**config.mk**
```make
export PLATFORM = sky130hd
export DESIGN_NAME = pipe_ripple_adder_flat
export DESIGN_NICKNAME = d
export VERILOG_FILES = /design/src/rtl/pipe_ripple_adder_if.sv /design/src/rtl/pipe_ripple_adder.sv /design/src/flat_wrapper.sv
export SDC_FILE = /design/constraint.sdc
export NUM_CORES = 1
export LEC_CHECK = 0
export CORE_MARGIN = 1.5
export CORE_UTILIZATION = 59
export DETAILED_ROUTE_END_ITERATION = 8
export GPL_ROUTABILITY_DRIVEN = 1
export PLACE_DENSITY = 0.95
export RECOVER_POWER = 50
export SYNTH_ARGS = -nofsm -noshare
export SYNTH_HDL_FRONTEND = slang
export SYNTH_SLANG_ARGS = --single-unit
```
**constraint.sdc**
```tcl
create_clock -name clk -period 3.35 [get_ports clk]
set_clock_uncertainty 0.1 [all_clocks]
set_input_delay 0.67 -clock clk [delete_from_list [all_inputs] [get_ports clk]]
set_output_delay 0.67 -clock clk [all_outputs]
set_load 0.03 [all_outputs]
```
**src/rtl/pipe_ripple_adder_if.sv**
```systemverilog
// Stream bundle for pipe_ripple_adder: operand beat in, result beat out.
// The ovf signal exists only when PIPE_ADD_SIGNED_OVF_EN is defined.
interface pipe_ripple_adder_if #(
  parameter int WIDTH = 16
);
  logic             in_valid;
  logic             in_ready;
  logic [WIDTH-1:0] a;
  logic [WIDTH-1:0] b;
  logic             cin;
  logic             sub;
  logic             out_valid;
  logic             out_ready;
  logic [WIDTH-1:0] sum;
  logic             cout;
`ifdef PIPE_ADD_SIGNED_OVF_EN
  logic             ovf;

  modport master (
    output in_valid, a, b, cin, sub, out_ready,
    input  in_ready, out_valid, sum, cout, ovf
  );
  modport slave (
    input  in_valid, a, b, cin, sub, out_ready,
    output in_ready, out_valid, sum, cout, ovf
  );
`else
  modport master (
    output in_valid, a, b, cin, sub, out_ready,
    input  in_ready, out_valid, sum, cout
  );
  modport slave (
    input  in_valid, a, b, cin, sub, out_ready,
    output in_ready, out_valid, sum, cout
  );
`endif
endinterface

```
**src/rtl/pipe_ripple_adder.sv**
```systemverilog
// Pipelined chunked ripple-carry add/subtract with valid/ready and full-pipe stall.
// Optional signed overflow output: define PIPE_ADD_SIGNED_OVF_EN.
module pipe_ripple_adder #(
  parameter int WIDTH  = 16,
  parameter int STAGES = 4
) (
  input logic               clk,
  input logic               rst_n,
  pipe_ripple_adder_if.slave bus
);
  localparam int CW = WIDTH / ((STAGES < 1) ? 1 : STAGES);

  if (STAGES < 1 || STAGES > WIDTH || (WIDTH % STAGES) != 0) begin : g_param_chk
    $error("pipe_ripple_adder: WIDTH must be divisible by STAGES and 1 <= STAGES <= WIDTH");
  end

  logic             stall;
  logic [WIDTH-1:0] b_eff;
  logic             c0;

  assign stall        = bus.out_valid & ~bus.out_ready;
  assign bus.in_ready = ~stall;
  assign b_eff        = bus.b ^ {WIDTH{bus.sub}};
  assign c0           = bus.sub | bus.cin;

  // Stage k holds the settled low (k+1) chunks of the result plus the
  // not-yet-added upper operand chunks, so each chunk meets its carry.
  for (genvar k = 0; k < STAGES; k++) begin : g_stg
    localparam int LW = (k + 1) * CW;
    localparam int RW = WIDTH - k * CW;
    localparam int UW = WIDTH - LW;

    logic          v_in;
    logic [RW-1:0] in_a;
    logic [RW-1:0] in_b;
    logic          c_in;
    logic [CW-1:0] op_a;
    logic [CW-1:0] op_b;
    logic [CW-1:0] ch_sum;
    logic          c_rip;
    logic          c_out;
    logic [LW-1:0] s_d;
    logic          load;
    logic          v_q;
    logic          c_q;
    logic [LW-1:0] s_q;

    if (k == 0) begin : g_head
      assign v_in = bus.in_valid;
      assign in_a = bus.a;
      assign in_b = b_eff;
      assign c_in = c0;
      assign s_d  = ch_sum;
    end else begin : g_body
      assign v_in = g_stg[k-1].v_q;
      assign in_a = g_stg[k-1].g_fwd.a_q;
      assign in_b = g_stg[k-1].g_fwd.b_q;
      assign c_in = g_stg[k-1].c_q;
      assign s_d  = {ch_sum, g_stg[k-1].s_q};
    end

    assign op_a = in_a[CW-1:0];
    assign op_b = in_b[CW-1:0];
    // Data registers load only on real beats so outputs stay put across bubbles.
    assign load = ~stall & v_in;

    always_comb begin
      c_rip  = c_in;
      ch_sum = '0;
      for (int i = 0; i < CW; i++) begin
        ch_sum[i] = op_a[i] ^ op_b[i] ^ c_rip;
        c_rip     = (op_a[i] & op_b[i]) | (c_rip & (op_a[i] ^ op_b[i]));
      end
      c_out = c_rip;
    end

    always_ff @(posedge clk or negedge rst_n) begin
      if (!rst_n) begin
        v_q <= 1'b0;
      end else if (!stall) begin
        v_q <= v_in;
      end
    end

    always_ff @(posedge clk or negedge rst_n) begin
      if (!rst_n) begin
        c_q <= 1'b0;
        s_q <= '0;
      end else if (load) begin
        c_q <= c_out;
        s_q <= s_d;
      end
    end

    if (UW > 0) begin : g_fwd
      logic [UW-1:0] a_q;
      logic [UW-1:0] b_q;

      always_ff @(posedge clk or negedge rst_n) begin
        if (!rst_n) begin
          a_q <= '0;
          b_q <= '0;
        end else if (load) begin
          a_q <= in_a[RW-1:CW];
          b_q <= in_b[RW-1:CW];
        end
      end
    end
  end

  assign bus.out_valid = g_stg[STAGES-1].v_q;
  assign bus.sum       = g_stg[STAGES-1].s_q;
  assign bus.cout      = g_stg[STAGES-1].c_q;

`ifdef PIPE_ADD_SIGNED_OVF_EN
  logic ovf_d;
  logic ovf_q;

  // Carry into the MSB recovered from the MSB sum bit: a ^ b ^ s.
  assign ovf_d = g_stg[STAGES-1].c_out ^
                 (g_stg[STAGES-1].op_a[CW-1] ^ g_stg[STAGES-1].op_b[CW-1] ^
                  g_stg[STAGES-1].ch_sum[CW-1]);

  always_ff @(posedge clk or negedge rst_n) begin
    if (!rst_n) begin
      ovf_q <= 1'b0;
    end else if (g_stg[STAGES-1].load) begin
      ovf_q <= ovf_d;
    end
  end

  assign bus.ovf = ovf_q;
`endif
endmodule

```
**src/flat_wrapper.sv**
```systemverilog
// flat-port wrapper written by rule: the top's interface ports become plain ports
module pipe_ripple_adder_flat 
#(
  parameter int WIDTH  = 16,
  parameter int STAGES = 4
)
  (clk, rst_n, bus_in_valid, bus_a, bus_b, bus_cin, bus_sub, bus_out_ready, bus_in_ready, bus_out_valid, bus_sum, bus_cout);
  pipe_ripple_adder_if #(.WIDTH(WIDTH)) bus_i ();
  input logic clk;
  input logic rst_n;
  input wire logic [$bits(bus_i.in_valid)-1:0] bus_in_valid;
  input wire logic [$bits(bus_i.a)-1:0] bus_a;
  input wire logic [$bits(bus_i.b)-1:0] bus_b;
  input wire logic [$bits(bus_i.cin)-1:0] bus_cin;
  input wire logic [$bits(bus_i.sub)-1:0] bus_sub;
  input wire logic [$bits(bus_i.out_ready)-1:0] bus_out_ready;
  output wire logic [$bits(bus_i.in_ready)-1:0] bus_in_ready;
  output wire logic [$bits(bus_i.out_valid)-1:0] bus_out_valid;
  output wire logic [$bits(bus_i.sum)-1:0] bus_sum;
  output wire logic [$bits(bus_i.cout)-1:0] bus_cout;
  assign bus_i.in_valid = bus_in_valid;
  assign bus_i.a = bus_a;
  assign bus_i.b = bus_b;
  assign bus_i.cin = bus_cin;
  assign bus_i.sub = bus_sub;
  assign bus_i.out_ready = bus_out_ready;
  assign bus_in_ready = bus_i.in_ready;
  assign bus_out_valid = bus_i.out_valid;
  assign bus_sum = bus_i.sum;
  assign bus_cout = bus_i.cout;
  pipe_ripple_adder #(.WIDTH(WIDTH), .STAGES(STAGES)) u_core (.clk(clk), .rst_n(rst_n), .bus(bus_i));
endmodule
```
==> summary.txt <==
Outcome
  – Outcome: complete, but fails checks
  – Failing checks: max-capacitance violations, max-slew violations

Placement
  – Post-DP HPWL: about 5 mm
  – I/O Buffers: 56
  – Placed Instance Area: 4830 um^2
  – Gpl congestion: 0.761
  – Placed cell count: approximately 440

Drt
  – ANT nets after route: 0
  – Vias: 2401
  – Drc violations: 0
  – Drt wl/cell: 16.2 um
  – 1st-iter DRT viols: 132
  – Via-to-Cell Ratio: between 5 and 6
  – Final Routed Wirelength: 7.44 mm
  – Pre-antenna DRT Iters: 4

Timing
  – Final setup vio count: 0
  – Worst-margin pin slew: about 2.5 ns
  – RSZ-0062 raised after global routing: false
  – Fmax: between 0.3 and 0.4 GHz
  – Slew Limit Fails: just over 50
  – Final-report hold violation count: 0
  – Tcrit/Tclk final: 0.939
  – Post-route minimum period: 3.15 ns
  – Setup_tns: 0 ns
  – Hold slack final: between 0.4 and 0.5 ns
  – Slew HR: -0.683

Worst setup path
  – Crit Path Class: input port to flip-flop
  – CP endpoint kind: flip-flop
  – Max incr delay on CP: 0.52 ns
  – CP Launch Type: input port
  – Crit-path most repeated cell: fa_1
  – CP Cell Sequence: clkdlybuf4s50_1, buf_12, xor2_1, fa_1, inv_1, fa_1, fa_1, inv_1, fa_1, mux2_4
  – Critical Path Fanout Max: 9
  – Critical Path AT: 3.30 ns
  – Crit-path slowest cell: clkdlybuf4s50_1
  – Critical Path RT: 3.50 ns

Power
  – Pwr Total: 4600 uW
  – Power Density: 920 nW/um^2
  – Pleak: 0.00225 uW
  – Peak VDD IR: 0.374 mV

Synth
  – Top cell type's share of synthesized area: 0.573
  – Top FF cell, synth: dfrtp_1
  – Synth Cell Area: 4190 um^2
  – Syn nets: 353
  – Ys Warns: 0
  – Post-synthesis sequential area ratio: 0.573
  – Post-synthesis adder-cell area fraction: 0.0764
  – Post-Synthesis Cells: 299
  – #FFs+latches synth: 96
  – Synth Area in Compound Gates: 0.0334
  – Top-count cell post-synth: dfrtp_1
  – Syn avg cell area: 14.0 um^2
  – Post-synth EDFFs: 0
  – Post-synthesis mux area share: 0.207
  – Most frequent cells after synthesis: 96 x dfrtp_1, 62 x mux2_2, 38 x inv_1
  – Area contributors post-synth: dfrtp_1 57%, mux2_2 17%, fa_1 7.6%
  – Yosys top cell by area: dfrtp_1
  – Simple-gate share of the synthesized area: 0.0185
  – Largest family of logic cells by synthesized area: multiplexers
  – Xor/xnor cell area share of the yosys netlist: 0.0334
  – Yosys cell types: 20
  – Synth async-reset ratio: 1.00

Floorplanning
  – Die Width: 87.3 um
  – Die H: 87.3 um
  – Number of I/O pins: 57
  – Initial core utilization: 0.614
  – # rows: 30
  – Die area: between 7000 and 8000 um^2
  – Core ar.: slightly below 7000 um^2

Clock tree
  – CTS HTree Levels: 3
  – TritonCTS clock tree: yes
  – Hold_buf cts: 0
  – Worst-path clk slew: 0.10 ns
  – CTS max path bufs: 2
  – Post-CTS setup buffers: 0
  – Clk Latency, worst-skew pair: 0.36 ns
  – CTS root buf: clkbuf_8
  – CTS sink cnt: 96
  – CTS Buf Count: 9
  – Post_cts resized: 0

Global routing
  – Initial antenna violation count: 0
  – Total GRT Usage: 0.223
  – Largest net degree at the start of global routing: 51
  – Global-route wire length before repair: 12.6 mm
  – Overflow after GRT: 0
  – Vias in the first global route: 2618

Layout
  – Fin cells: around 460
  – Diode count: 0
  – Final #Nets: 412
  – Layout area overhead: 19.3%
  – Layout cells sized above 1: 0.256
  – Final Cell Area: 5000 um^2
  – Number of fill cells: 436

Hold path
  – Hold WC Path Type: flip-flop to flip-flop

Flow run
  – Max Cap Violations: 1
-- state kept, by name (all words and copies together) (netlist names) --
signal	flops
u_core.g_stg.g_fwd.b_q	24
u_core.g_stg.c_q	3
u_core.g_stg.g_fwd.a_q	24
u_core.bus.sum	16
u_core.bus.out_valid	1
u_core.bus.cout	1
u_core.g_stg.v_q	3
u_core.g_stg.s_q	24
-- layout make-up --
type	count	area, um^2	share of cell area
Clock buffer	9	124	0.0248
Clock inverter	7	55.1	0.0110
Inverter	38	143	0.0285
Multi-Input combinational cell	150	1550	0.309
Sequential cell	96	2400	0.480
Tap cell	96	120	0.0240
Timing Repair Buffer	63	616	0.123
-- cells by family after synthesis --
group | count (synthesis)
multiplexers | 77
flip-flops | 96
buffers and inverters | 53
AND/OR/NAND/NOR | 13
adder cells (fa/ha/maj) | 16
XOR/XNOR | 16
AO/OA/AOI/OAI | 28
-- path summary, 6_finish.rpt --
| kind | startpoint | end | slack, ns | cells after the start |
|---|---|---|---|---|
| min in group asynchronous | rst_n | u_core.g_stg[0].g_fwd.a_q[8] | 0.98 | 1 |
| max | bus_sub | u_core.g_stg[0].s_q[3] | 0.20 | 10 |
| max reg2reg | u_core.bus.out_valid | u_core.g_stg[2].g_fwd.a_q[2] | 0.66 | 5 |
| min | u_core.g_stg[1].s_q[1] | u_core.g_stg[1].s_q[1] | 0.41 | 1 |
| min reg2reg | u_core.g_stg[1].s_q[1] | u_core.g_stg[1].s_q[1] | 0.41 | 1 |
| max in group asynchronous | rst_n | u_core.g_stg[1].s_q[4] | 0.73 | 2 |
-- power by group --
part / internal (uW) / switching, uW / total (uW)
Sequential: 1700 / 311 / 2010
Clock: 276 / 416 / 692
Combinational: 974 / 930 / 1900
Total: 2950 / 1660 / 4600
-- per-stage QoR --
step,setup WS (ns),util
after floorplan,0.125,-
after global placement,-0.0739,0.708
after detailed placement,-0.188,0.708
after CTS,0.204,0.734
after global routing,0.0723,0.733
final,0.204,0.733
-- layer usage --
layer	GRT usage	routed length (um)	vias to the layer above
met1	0.296	3190	1230
met2	0.366	3820	63
met3	0.0408	251	14
met4	0.0909	178	0
met5	0	0	-
li1	-	-	1094
-- worst max-delay path: cells and delay by family --
family                   cells  cell delay (ns)
adder cells (fa/ha/maj)      4             1.37
buffers and inverters        4             0.81
multiplexers                 1             0.27
XOR/XNOR                     1             0.20
-- layout by cell type, fill, tap and decap left out, drive strengths merged --
cell type      netlist  final
dfrtp               96     96
mux2                66     66
clkdlybuf4s50        0     55
inv                 38     40
a21oi               20     20
fa                  16     16
xnor2               12     12
mux2i               11     11
clkbuf               4     11
o21ai                8      8
buf                 11      6
nand3                5      5
nand2                5      5
xor2                 4      4
clkinv               0      3
clkinvlp             0      2
nand2b               1      1
or2                  1      1
and2                 1      1
(Power assumes the default switching activity.)
